===== src/rtl/bcd_pkg.sv =====
// Shared constants, state type and digit helper
// for the digit-serial BCD adder.
package bcd_pkg;

  localparam int BCD_W = 4;
  localparam logic [3:0] BCD_MAX = 4'd9;
  localparam logic [3:0] BCD_ADJ = 4'd6;

  typedef enum logic [1:0] {
    IDLE,
    ADD,
    DONE
  } state_t;

  function automatic logic bcd_digit_valid(
    input logic [3:0] d
  );
    return d <= BCD_MAX;
  endfunction

endpackage


===== src/rtl/bcd_digit_add.sv =====
// Combinational single-digit BCD adder with decimal correction.
// Ports: a, b (digits), cin -> sum (digit), cout (decimal carry).
module bcd_digit_add
  import bcd_pkg::*;
(
  input  logic [3:0] a,
  input  logic [3:0] b,
  input  logic       cin,
  output logic [3:0] sum,
  output logic       cout
);

  logic [4:0] w_t;

  always_comb begin
    w_t  = {1'b0, a} + {1'b0, b} + {4'b0, cin};
    cout = w_t > {1'b0, BCD_MAX};
    // low nibble of t+6 equals 4-bit wrap of t[3:0]+6
    sum  = cout ? (w_t[3:0] + BCD_ADJ) : w_t[3:0];
  end

endmodule


===== src/rtl/bcd_serial_adder.sv =====
// Digit-serial packed-BCD adder, one digit per clock, LSD first.
// Ports: clk, rst, start, a, b, cin -> busy, done, sum, cout, err.
module bcd_serial_adder
  import bcd_pkg::*;
#(
  parameter int DIGITS = 4,
  parameter int CW     = 5
) (
  input  logic                  clk,
  input  logic                  rst,
  input  logic                  start,
  input  logic [4*DIGITS-1:0]   a,
  input  logic [4*DIGITS-1:0]   b,
  input  logic                  cin,
  output logic                  busy,
  output logic                  done,
  output logic [4*DIGITS-1:0]   sum,
  output logic                  cout,
  output logic                  err
);

  state_t              r_state;
  logic [4*DIGITS-1:0] r_a;
  logic [4*DIGITS-1:0] r_b;
  logic                r_c;
  logic [CW-1:0]       r_cnt;

  logic [3:0] w_ad;
  logic [3:0] w_bd;
  logic [3:0] w_sd;
  logic       w_co;
  logic       w_err;

  // digit mux selected by the counter
  always_comb begin
    w_ad = '0;
    w_bd = '0;
    for (int i = 0; i < DIGITS; i++) begin
      if (r_cnt == CW'(i)) begin
        w_ad = r_a[4*i +: BCD_W];
        w_bd = r_b[4*i +: BCD_W];
      end
    end
  end

  always_comb begin
    w_err = 1'b0;
    for (int i = 0; i < DIGITS; i++) begin
      if (!bcd_digit_valid(a[4*i +: BCD_W]) ||
          !bcd_digit_valid(b[4*i +: BCD_W]))
        w_err = 1'b1;
    end
  end

  bcd_digit_add u_dig (
    .a    (w_ad),
    .b    (w_bd),
    .cin  (r_c),
    .sum  (w_sd),
    .cout (w_co)
  );

  always_ff @(posedge clk or posedge rst) begin
    if (rst) begin
      r_state <= IDLE;
      r_a     <= '0;
      r_b     <= '0;
      r_c     <= 1'b0;
      r_cnt   <= '0;
      busy    <= 1'b0;
      done    <= 1'b0;
      sum     <= '0;
      cout    <= 1'b0;
      err     <= 1'b0;
    end else begin
      unique case (r_state)
        ADD: begin
          for (int i = 0; i < DIGITS; i++) begin
            if (r_cnt == CW'(i))
              sum[4*i +: BCD_W] <= w_sd;
          end
          r_c   <= w_co;
          r_cnt <= r_cnt + CW'(1);
          if (r_cnt == CW'(DIGITS - 1)) begin
            cout    <= w_co;
            busy    <= 1'b0;
            done    <= 1'b1;
            r_state <= DONE;
          end
        end
        default: begin
          // IDLE and DONE both accept a new start
          done <= 1'b0;
          if (start) begin
            r_a     <= a;
            r_b     <= b;
            r_c     <= cin;
            r_cnt   <= '0;
            sum     <= '0;
            cout    <= 1'b0;
            err     <= w_err;
            busy    <= 1'b1;
            r_state <= ADD;
          end else begin
            r_state <= IDLE;
          end
        end
      endcase
    end
  end

endmodule


===== config.mk =====
export PLATFORM = sky130hd
export DESIGN_NAME = bcd_serial_adder
export DESIGN_NICKNAME = d
export VERILOG_FILES = /design/src/rtl/bcd_pkg.sv /design/src/rtl/bcd_digit_add.sv /design/src/rtl/bcd_serial_adder.sv
export SDC_FILE = /design/constraint.sdc
export NUM_CORES = 1
export LEC_CHECK = 0
export ABC_AREA = 1
export CAP_MARGIN = 30
export CORE_ASPECT_RATIO = 1.25
export CORE_MARGIN = 1.5
export CORE_UTILIZATION = 56
export DETAILED_ROUTE_END_ITERATION = 6
export PLACE_DENSITY = 0.85
export SLEW_MARGIN = 25
export SYNTH_ARGS = -nofsm -noshare
export SYNTH_HDL_FRONTEND = slang
export SYNTH_SLANG_ARGS = --single-unit
export TNS_END_PERCENT = 20

===== constraint.sdc =====
create_clock -name clk -period 7.8 [get_ports clk]
set_clock_uncertainty 0.15 [all_clocks]
set_input_delay 1.95 -clock clk [delete_from_list [all_inputs] [get_ports clk]]
set_output_delay 1.95 -clock clk [all_outputs]
set_load 0.05 [all_outputs]

=== Word-level counts from Yosys, hierarchy flattened ===
Cells that the tools add are included.

* $add $sub $neg: 4
* Order comparisons: 9
* Equal/unequal tests: 8
* Muxes and demuxes: 34
* Bitwise operators: 1
* Reduce and logical (&&, ||, !) cells: 19

{| class="wikitable"
|+ Operators by type and width
! operator !! number
|-
| 4-bit 2-to-1 mux || 13
|-
| 4-bit <= comparator (second input constant) || 8
|-
| 16-bit 2-to-1 mux || 2
|-
| 1-bit 2-to-1 mux || 15
|-
| 5-bit by 2-bit == test with 1-bit output (second input constant) || 2
|-
| 5-bit 2-to-1 mux || 2
|-
| 2-bit AND reduction || 5
|-
| 1-bit logical NOT || 8
|-
| 2-bit inequality test (second input constant) || 4
|-
| 4-bit by 4-bit adder with 5-bit output || 1
|-
| 5-bit by 1-bit adder with 5-bit output || 1
|-
| 5-bit by 1-bit adder with 5-bit output (second input constant) || 1
|-
| 5-bit by 1-bit == test with 1-bit output (second input constant) || 1
|-
| 5-bit by 4-bit > comparator with 1-bit output (second input constant) || 1
|-
| 5-bit logical NOT || 1
|-
| 4-bit by 3-bit adder with 4-bit output (second input constant) || 1
|-
| 1-bit logical OR || 4
|-
| 2-bit 2-to-1 mux || 2
|-
| 2-bit by 1-bit == test with 1-bit output (second input constant) || 1
|-
| 2-bit nonzero test || 1
|-
| 1-bit inverter || 1
|}

* Flip-flop bits (word level): 60
* Input bits: 36
* Output and inout port bits: 20
* Word-level logic and storage cells: 88

=== Longest topological paths before layout ===
* Depth in word-level cells: 11
* Depth in mapped cells: 22
* Mapped depth without buffers: 21

=== Cells and area by module ===
A second synthesis with hierarchy kept.

* Cells, all modules: 420
* Area, all modules: 3178.0 um^2

{| class="wikitable"
|+ Modules (own cells, without submodules)
! module !! instances !! cells an instance !! area each (um^2) !! seq. area each (um^2)
|-
| bcd_serial_adder || 1 || 373 || 2877.8 || 1476.4
|-
| bcd_digit_add || 1 || 47 || 300.3 || 0.0
|}

=== Least setup slack after synthesis ===
No wires, ideal clock.

* Path kind: reg2reg
* From: register r_cnt[1]
* To: register sum[11]
* Library setup time: 0.118 ns
* Data arrival time: 3.032 ns
* Data required time: 7.532 ns
* Slack: 4.501 ns
* Stages on the path, launching flop included: 20
* Path buffers: 0
* Clock period less this slack: 3.299 ns
* Path through: dfrtp_1 -> inv_1 -> ha_1 -> nand2_4 -> nor2_4 -> nand2_1 -> a21oi_1 -> o22ai_1 -> fa_1 -> fa_1 -> nand2_1 -> nand2_1 -> ha_1 -> nand2_1 -> a21boi_0 -> nand2_1 -> nand2_1 -> nand3_1 -> nand3_1 -> nand2_1

* Word-level cells in the longest chain between the ends: 11
* Elaborated cells between the ends (all ways): 21
* Classes of those cells: add/sub: 3; order compare: 1; eq/ne: 4; mux: 11; reduce/logical: 2

{| class="wikitable"
|+ Ends and longest elaborated chain
! element !! RTL line !! RTL
|-
| start: declaration || bcd_serial_adder.sv:26 || <nowiki>logic [CW-1:0] r_cnt;</nowiki>
|-
| start signal: assignment || bcd_serial_adder.sv:83 || <nowiki>r_cnt <= r_cnt + CW'(1);</nowiki>
|-
| 5-bit logical NOT || bcd_serial_adder.sv:39 || <nowiki>if (r_cnt == CW'(i)) begin</nowiki>
|-
| 4-bit 2-to-1 mux (4 in series) || bcd_serial_adder.sv:39 ||
|-
| 4-bit by 4-bit adder with 5-bit output || bcd_digit_add.sv:16 || <nowiki>w_t = {1'b0, a} + {1'b0, b} + {4'b0, cin};</nowiki>
|-
| 5-bit by 1-bit adder with 5-bit output || bcd_digit_add.sv:16 ||
|-
| 4-bit by 3-bit adder with 4-bit output or 5-bit by 4-bit > comparator with 1-bit output (tied branches) || bcd_digit_add.sv:19, bcd_digit_add.sv:17 ||
|-
| 4-bit 2-to-1 mux || bcd_digit_add.sv:19 || <nowiki>sum = cout ? (w_t[3:0] + BCD_ADJ) : w_t[3:0];</nowiki>
|-
| 4-bit 2-to-1 mux || bcd_serial_adder.sv:79 || <nowiki>if (r_cnt == CW'(i))</nowiki>
|-
| 16-bit 2-to-1 mux || bcd_serial_adder.sv:76 || <nowiki>unique case (r_state)</nowiki>
|-
| end signal: indexed assignment || bcd_serial_adder.sv:80 || <nowiki>sum[4*i +: BCD_W] <= w_sd;</nowiki>
|-
| end: declaration || bcd_serial_adder.sv:17 || <nowiki>output logic [4*DIGITS-1:0] sum,</nowiki>
|}

Several ways; a longest one is shown, not always the timed one. The select of a mux whose other input is x is not followed.
A chain may end at the register's enable or synchronous reset.

=== Final worst setup path ===
* From: register r_cnt[0]
* To: register sum[11]

Same word-level chain as after synthesis.

==> impl_metrics.tcl <==
set metrics [dict create \
    clk-insertion-delay-late_ps 340 \
    final_hold_viol_count 0 \
    synth_top_area_cell "dfrtp_1" \
    worst_slew_pin_slew_ps 718 \
    synth_area_leaders "dfrtp_1, nand2_1, inv_1, o21ai_0, ha_1" \
    die_height_um 85.4 \
    synth_xor_area_frac 0 \
    grt-ovfl-total 0 \
    clockBufferDepth 2 \
    slowest_stage "fa_1" \
    syn_area_um2 3040 \
    vias 2688 \
    pwr-share-comb 0.531 \
    clk_pin_slew_ps 60 \
    cp.buffers_inverters 2 \
    synth_edf_count 0 \
    cts_tree "built" \
    hold_class "reg -> reg" \
    slowest_delay_ps 450 \
    grtUsageMet1 0.305 \
    start_util 0.590 \
    drive_gt1_frac 0.0950 \
    synth_most_common_cell "nand2_1" \
    ys.flop_type "dfrtp_1" \
    ctsHoldBuffers 0 \
    internal_power_uw 1010 \
    dieArea_um2 5890 \
    setup-violations-final 0 \
    status "finished clean" \
    viasPerCell 5.33 \
    path_max_fanout 12 \
    grt_usage 0.274 \
    syn_to_final_growth_pct 27.3 \
    synth_simple_gate_area_frac 0.289 \
    dp_slack_ps 3850 \
    setup_tns_ps 0 \
    cts_sinks 59 \
    yosysUniqueCellTypes 30 \
    std_cell_rows 29 \
    synth_seq_area_share 0.485 \
    grt_pass1_vias 2750 \
    cp_data_required_time_ps 7870 \
    maxSlewViolCount 0 \
    p_seq_frac 0.279 \
    io-pin-count 56 \
    synth_top_family_by_area "simple AND/OR/NAND/NOR gates" \
    synth_top_area_frac 0.485 \
    swShare 0.466 \
    dp_hpwl_mm 4.86 \
    use_met3 0.0875 \
    antenna_left 0 \
    synth_compound_area_frac 0.102 \
    postSynthAreaPerCell_um2 7.98 \
    layout.nets 483 \
    layout_setup_ws_ps 3860 \
    wl_mm 6.88 \
    cp-start-kind "flip-flop" \
    antenna_found_initial 0 \
    clockPowerShare 0.190 \
    synthMuxAreaShare 0 \
    worstPathArrival_ps 4020 \
    die_w_um 68.9 \
    wire_per_inst_um 13.6 \
    min_period_ps 3940 \
    postLayoutCoreUtil 0.752 \
    drc 0 \
    power.density_nw_per_um2 487 \
    power.leakage_uw 0.00199 \
    final_cells 504 \
    initialDrtViolationCount 187 \
    slew_headroom 0.521 \
    dr.pass1.iters 4 \
    numCtsBuffers 9 \
    synth_adder_area_share 0.0461 \
    fmax_mhz 254 \
    cp_top_family "adder cells" \
    routabilityCongestion 0.921 \
    synthCells 381 \
    hold_ws_ps 320 \
    path_cells "inv_1 > ha_1 > nand2_1 > inv_1 > a21oi_1 > o22ai_1 > fa_1 > fa_1 > nand2_1 > nand2_1 > ha_1 > nand2_1 > a21boi_0 > nand2_1 > nand2_1 > nand3_1 > nand3_1 > nand2_1" \
    synth_common_cells "nand2_1, dfrtp_1, inv_1" \
    yosys_warnings 0 \
    dpl.cell_count 488 \
    syn-num-nets 427 \
    clock-root-buffer "clkbuf_8" \
    h-tree-depth 3 \
    p_sw_uw 879 \
    drv_cap 0 \
    diodes 0 \
    rsz0062_at_grt "no" \
    coreArea_um2 5150 \
    grt_util_met2 0.469 \
    ir_drop_v 0.000235 \
    synthArstFlopShare 1.00 \
    portBuffers 55 \
    grt_max_degree 60 \
    period_share 0.506 \
    postCtsResizedCells 0 \
    worst_path_most_repeated_cell "nand2_1" \
    ys_seq_elements 59 \
    postCtsSetupRepairBufs 0 \
    grt_pass1_wl_mm 12.0 \
    path_class "reg -> reg" \
    cp-end-kind "flip-flop" \
    busiest_layer "met2" \
]
[cells by family after synthesis]
family | after synthesis
DFF | 59
and+or+nand+nor | 203
adders and majority gates | 10
buffers and inverters | 56
AOI/OAI and AO/OA | 53
[final cells by class]
cell class / instances / area (um^2)
inverters: 45 / 171
multi-input cells: 266 / 1330
repair buffers: 56 / 558
clock buffers: 12 / 165
fillers: 394 / 1280
flip-flops and latches: 59 / 1480
clock inverters: 4 / 95.1
well taps: 62 / 77.6
[layout by cell type, fill, tap and decap left out]
| cell type | synthesis | final |
|---|---|---|
| a21oi_1 | 10 | 10 |
| o21ai_0 | 24 | 24 |
| clkdlybuf4s50_1 | 0 | 55 |
| o21ai_1 | 5 | 5 |
| inv_2 | 8 | 9 |
| nor3_1 | 1 | 1 |
| o22ai_1 | 2 | 2 |
| bufinv_16 | 0 | 3 |
| a21boi_0 | 1 | 1 |
| nand2_1 | 153 | 153 |
| clkbuf_8 | 0 | 12 |
| o21ai_2 | 3 | 3 |
| dfrtp_1 | 59 | 59 |
| o211ai_1 | 3 | 3 |
| nor2_4 | 5 | 5 |
| ha_1 | 8 | 8 |
| nor2_1 | 9 | 9 |
| inv_1 | 36 | 35 |
| a31oi_1 | 2 | 2 |
| fa_1 | 2 | 2 |
| a22o_1 | 1 | 1 |
| o211ai_2 | 2 | 2 |
| clkinv_2 | 0 | 1 |
| nand3_1 | 20 | 20 |
| nand4_1 | 9 | 9 |
| nor2_2 | 2 | 2 |
| inv_4 | 1 | 1 |
| nand2_4 | 3 | 3 |
| nor4_1 | 1 | 1 |
| buf_4 | 3 | 1 |
[power groups by stage]
stage / clock [uW] / combinational, uW / sequential [uW]
2_1_floorplan: 0 / 626 / 633
3_3_place_gp: 0 / 940 / 527
3_5_place_dp: 0 / 973 / 530
4_1_cts: 362 / 988 / 526
5_1_grt: 376 / 1110 / 541
6_report: 357 / 1000 / 526
[through the flow]
stage	instance area (um^2)	power [uW]
finish	3870	1880
global route	3870	2030
CTS	3870	1880
detailed placement	3610	1500
global placement	3610	1470
floorplan	3040	1260
[registers in the layout (all words and copies together) (netlist names)]
register / cells
r_state: 1
r_cnt: 5
r_c: 1
done: 1
r_b: 16
sum: 16
err: 1
r_a: 16
cout: 1
busy: 1
[worst paths after layout]
check,start,to,slack [ps],cells after the start
min in group asynchronous,rst,err$_DFFE_PP0P_,1980,3
worst max-delay path,r_cnt[0]$_DFFE_PP0P_,sum[11]$_DFFE_PP0P_,3860,18
worst min register to register,sum[0]$_DFFE_PP0P_,sum[0]$_DFFE_PP0P_,320,2
worst max register to register,r_cnt[0]$_DFFE_PP0P_,sum[11]$_DFFE_PP0P_,3860,18
worst min-delay path,sum[0]$_DFFE_PP0P_,sum[0]$_DFFE_PP0P_,320,2
max in group asynchronous,rst,sum[6]$_DFFE_PP0P_,5050,3
[worst register-to-register path, delay by kind of cell, from the launching register on]
| family | cells | cell delay (ps) |
|---|---|---|
| buffers and inverters | 2 | 370 |
| AND/OR/NAND/NOR | 9 | 1150 |
| adder cells (fa/ha/maj) | 4 | 1310 |
| AO/OA/AOI/OAI | 3 | 460 |
| flip-flops | 1 | 410 |
[routing by layer]
layer	up-vias	share of wire
met4	0	0.025
met3	17	0.055
met1	1244	0.40
met2	102	0.52
li1	1325	-
met5	-	0
No activity file was read; power rests on OpenSTA's default activity.
==> variant 1 (config.mk and constraints unchanged) <==
Set the parameter `CW` to 4 (it was 5).
--- a/src/rtl/bcd_serial_adder.sv
+++ b/src/rtl/bcd_serial_adder.sv
@@ -4,7 +4,7 @@
   import bcd_pkg::*;
 #(
   parameter int DIGITS = 4,
-  parameter int CW     = 5
+  parameter int CW     = 4
 ) (
   input  logic                  clk,
   input  logic                  rst,
Check against the original RTL: no difference found for any inputs over 10 cycles, from zero or initial values and one cycle with rst high; that may be too few to reach the edited logic, so the function may still have changed.
==> variant 1 against the original RTL <==
Worst setup slack better by 0.28 ns; sequential share of layout area is 0.57 points lower; die area is 1.4% higher; register-to-register slack better by 0.32 ns; hold slack better by 0.0068 ns; maximum frequency is 7.7% higher; sequential cell count is 1 lower; cell area is 0.19% lower; non-clock buffer count stayed put; synthesized cell count is 3.7% lower; area after synthesis is 1.5% higher; wire length is 0.99% higher; largest cell class unchanged; highest routed layer unchanged.
Power is left out: the tool's default activity adds up to more than one toggle a clock period on the data nets, which glitch-free logic cannot reach.
==> variant 1: results <==
route:
  met2RoutedLength_um: 3585
  wl_per_cell_um: 14.09
  firstDrtPassIters: 4
  drt_iter0_markers: 184
  vias_per_cell: 5.357
  wirelength_met1_um: 2790
  top_layer: "met4"
  wl_met3_um: 421
cells_and_area:
  diodes: 0
  nNetsFinal: 470
  reg_top3: "r_a: 16 flops, r_b: 16 flops, sum: 16 flops"
  drive_gt1_share_pct: 12.82
synth:
  async_flop_share_pct: 100.0
  ys_seq_area_share_pct: 47.02
  synth_area_leaders: "dfrtp_1 (47%), nand2_1 (17%), inv_1 (4.4%)"
  syn_nets: 413
  synth_cell_types: 33
  yosysWarnings: 0
  ys.flop_type: "dfrtp_1"
  netlist_top_cells_count: "nand2_1 (136), dfrtp_1 (58), inv_1 (36)"
global_route:
  grt_usage_pct: 25.01
  grt_pass1_vias: 2602
  use_met1_pct: 29.07
  grt_pass1_wl_um: 11590
  use_met2_pct: 43.97
  gr-usage-met3_pct: 3.995
  grt_max_degree: 59
  grt_antenna_before_repair: 0
worst_setup_path:
  worst_path_max_delay_cell: "clkdlybuf4s50_1"
  critPathMaxFanout: 2
  crit_family: "buffers and inverters"
  max_stage_delay_ns: 0.82
  cp.arrival_ns: 1.56
clocking:
  cts_resized: 0
  h-tree-depth: 3
  cts_made_buffers: 9
  clk_latency_ns: 0.35
  clock-root-buffer: "clkbuf_8"
  cts_setup_buffers: 0
  clockBufferDepth: 2
  clkSlewWorstSetupHoldPaths_ns: 0.06
timing:
  setup_tns_ns: 0
  slew_headroom_pct: 51.85
placed_design:
  dpl.hpwl_um: 4978
  place_ws_ns: 3.942
  gp_congestion: 0.8572
  io_buffers: 55
run_status:
  status: "finished clean"
worst_hold_path:
  hp-class: "flip-flop to flip-flop"
-- variant 1: changes by cell type after synthesis, sizes merged --
cell | unedited run | this run
o211ai | 5 | 3
buf | 9 | 10
nand2 | 156 | 148
inv | 45 | 44
o22ai | 2 | 3
nand4 | 9 | 10
dfrtp | 59 | 58
clkbuf | 2 | 0
a21oi | 10 | 7
nor4 | 1 | 0
o21ai | 32 | 40
nor2 | 16 | 9
-- variant 1: logic make-up (layout without fill, tap and decap cells) --
group           count (synthesis)  in the layout  share of synthesized area (%)
simple gates                  188            188                          29.39
flops                          58             58                          47.02
compound gates                 57             57                          11.55
buf+inv                        54            116                          7.499
fa+ha+maj                      10             10                          4.540
-- variant 1: worst paths after layout --
path | startpoint | endpoint | slack [ns] | cells past startpoint
worst max-delay path | done | done | 4.14 | 1
worst min-delay path | sum[0] | sum[0] | 0.33 | 2
worst max register to register | r_cnt[1] | sum[3] | 4.18 | 21
worst min register to register | sum[0] | sum[0] | 0.33 | 2
max in group asynchronous | rst | r_b[12] | 5.05 | 3
min in group asynchronous | rst | r_cnt[3] | 1.98 | 3
-- variant 1: final cells by class --
| type | count | area [sq um] |
|---|---|---|
| flip-flops and latches | 58 | 1451 |
| inverters | 44 | 167.7 |
| repair buffers | 56 | 558.0 |
| clock inverters | 5 | 52.55 |
| clock buffers | 11 | 151.4 |
| fillers | 413 | 1503 |
| well taps | 64 | 80.08 |
| multi-input cells | 255 | 1404 |
-- variant 1: through the flow --
stage | area (sq um) | hold slack, ns | cells
finish | 3865 | 0.3273 | 493
global route | 3865 | 0.3551 | 493
CTS | 3865 | 0.3332 | 493
detailed placement | 3661 | 0.3153 | 477
global placement | 3661 | 0.3074 | 477
floorplan | 3087 | 0.2979 | 367
==> variant 2 (same settings) <==
Without the edit above. Put one more register stage on the output `done`, without a reset. The value now appears one clock later. The other outputs are not delayed to match.
--- a/src/rtl/bcd_serial_adder.sv
+++ b/src/rtl/bcd_serial_adder.sv
@@ -18,6 +18,8 @@
   output logic                  cout,
   output logic                  err
 );
+
+  logic done_s0;
 
   state_t              r_state;
   logic [4*DIGITS-1:0] r_a;
@@ -68,7 +70,7 @@
       r_c     <= 1'b0;
       r_cnt   <= '0;
       busy    <= 1'b0;
-      done    <= 1'b0;
+      done_s0 <= 1'b0;
       sum     <= '0;
       cout    <= 1'b0;
       err     <= 1'b0;
@@ -84,13 +86,13 @@
           if (r_cnt == CW'(DIGITS - 1)) begin
             cout    <= w_co;
             busy    <= 1'b0;
-            done    <= 1'b1;
+            done_s0 <= 1'b1;
             r_state <= DONE;
           end
         end
         default: begin
           // IDLE and DONE both accept a new start
-          done <= 1'b0;
+          done_s0 <= 1'b0;
           if (start) begin
             r_a     <= a;
             r_b     <= b;
@@ -109,5 +111,9 @@
     end
   end
 
+  always_ff @(posedge clk) begin
+    done <= done_s0;
+  end
+
 endmodule
 
Behaviour: not the same (Yosys sat finds a counterexample within 10 cycles, from zero or initial values and one cycle with rst high).
==> variant 2 against the original RTL <==
Non-clock buffer count did not move; synthesized cell count fell by 0.26%; cell area fell by 0.29%; total power fell by 2.7%; wire length rose by 2.1%; sequential cell count rose by 1; area after synthesis rose by 1.9%; clock power fell by 24%; global-route usage fell by 1.0 points; worst setup slack improved by 0.20 ns; largest power group unchanged.
==> variant 2: results <==
timing:
  slew_headroom_pct: 51.51
clocking:
  clkSlewWorstSetupHoldPaths_ns: 0.07
  h-tree-depth: 3
  cts_setup_buffers: 0
  cts_resized: 0
  cts_made_buffers: 9
  clock-root-buffer: "clkbuf_8"
  clockBufferDepth: 2
synth:
  netlist_top_cells_count: "nand2_1 (147), dfrtp_1 (59), inv_1 (36)"
  yosysTopAreaCell: "dfrtp_1"
  synthAdderAreaFrac_pct: 4.523
  synth_area_leaders: "dfrtp_1 (48%), nand2_1 (18%), inv_1 (4.4%)"
  synth_cell_types: 35
  ys.flop_type: "dfrtp_1"
  synth-xor-area-share_pct: 0
  synth_compound_area_share_pct: 11.03
  yosysWarnings: 0
  avgSynthCellArea_sq_um: 8.153
  ys_seq_area_share_pct: 48.30
  syn_nets: 426
  muxShareOfSynthArea_pct: 0
  async_flop_share_pct: 98.33
route:
  vias_per_cell: 5.259
  met2RoutedLength_um: 3688
  wl_met3_um: 273
  drt_iter0_markers: 135
  top_layer: "met4"
  wl_per_cell_um: 13.90
  wirelength_met1_um: 2856
placed_design:
  dpl.hpwl_um: 5173
  place_ws_ns: 3.861
  dp_cells: 490
  gp_congestion: 0.8806
  io_buffers: 55
worst_setup_path:
  cp.arrival_ns: 3.83
  rr_worst_depth: 19
  max_stage_delay_ns: 0.43
  worst_path_max_delay_cell: "dfrtp_1"
  crit_family: "adder cells"
  critPathMaxFanout: 9
global_route:
  use_met1_pct: 30.75
  use_met2_pct: 46.85
  grt_pass1_wl_um: 12210
  grt_usage_pct: 26.38
  grt_antenna_before_repair: 0
  grt_max_degree: 60
  grt_pass1_vias: 2675
  gr-usage-met3_pct: 4.113
worst_hold_path:
  hp-class: "flip-flop to flip-flop"
  hold_path_depth: 0
pwr:
  vdd_ir_drop_max_v: 0.0001955
  p_leak_nw: 1.992
cells_and_area:
  nNetsFinal: 483
  reg_top3: "r_a: 16 flops, r_b: 16 flops, sum: 16 flops"
  drive_gt1_share_pct: 10.20
  stdcell_count: 505
  fill_cells: 434
run_status:
  status: "finished clean"
[variant 2: changes by cell type in the layout (fill, tap and decap cells not counted), moves of 2 or more]
cell	before	now
clkbuf_8	12	10
clkbuf_1	0	3
o21ai_0	24	20
o21ai_1	5	9
inv_2	9	11
bufinv_16	3	1
nand2_1	153	147
[variant 2: layout make-up]
cell class | instances | area share, %
Clock inverter | 2 | 0.9073
Sequential cell | 60 | 38.76
Timing Repair Buffer | 56 | 14.45
Multi-Input combinational cell | 264 | 35.48
Clock buffer | 13 | 3.856
Tap cell | 64 | 2.074
Inverter | 46 | 4.472
[variant 2: path summary, 6_finish.rpt]
path	slack [ns]	endpoint	start
worst max-delay path	4.06	sum[7]	r_cnt[0]
worst min-delay path	0.28	done	done_s0
worst max register to register	4.06	sum[7]	r_cnt[0]
worst min register to register	0.28	done	done_s0
max in group asynchronous	5.05	sum[10]	rst
min in group asynchronous	1.97	r_b[1]	rst
[variant 2: metrics by stage]
| step | area (sq um) | utilization, % |
|---|---|---|
| floorplan | 3098 | - |
| global placement | 3677 | 68.51 |
| detailed placement | 3677 | 68.51 |
| CTS | 3861 | 71.93 |
| global route | 3861 | 71.93 |
| finish | 3861 | 71.93 |
[variant 2: logic make-up (layout without fill, tap and decap cells)]
group | after synthesis | in the layout
AO/OA/AOI/OAI | 56 | 56
adder cells (fa/ha/maj) | 10 | 10
buffers and inverters | 56 | 117
flip-flops | 60 | 60
AND/OR/NAND/NOR | 198 | 198
[variant 2: report_power, final]
part | total (mW) | leakage [nW] | switching (mW) | internal (mW)
clock network | 0.272 | 0.0935 | 0.118 | 0.154
logic | 1.03 | 1.15 | 0.691 | 0.341
registers | 0.530 | 0.752 | 0.0810 | 0.449
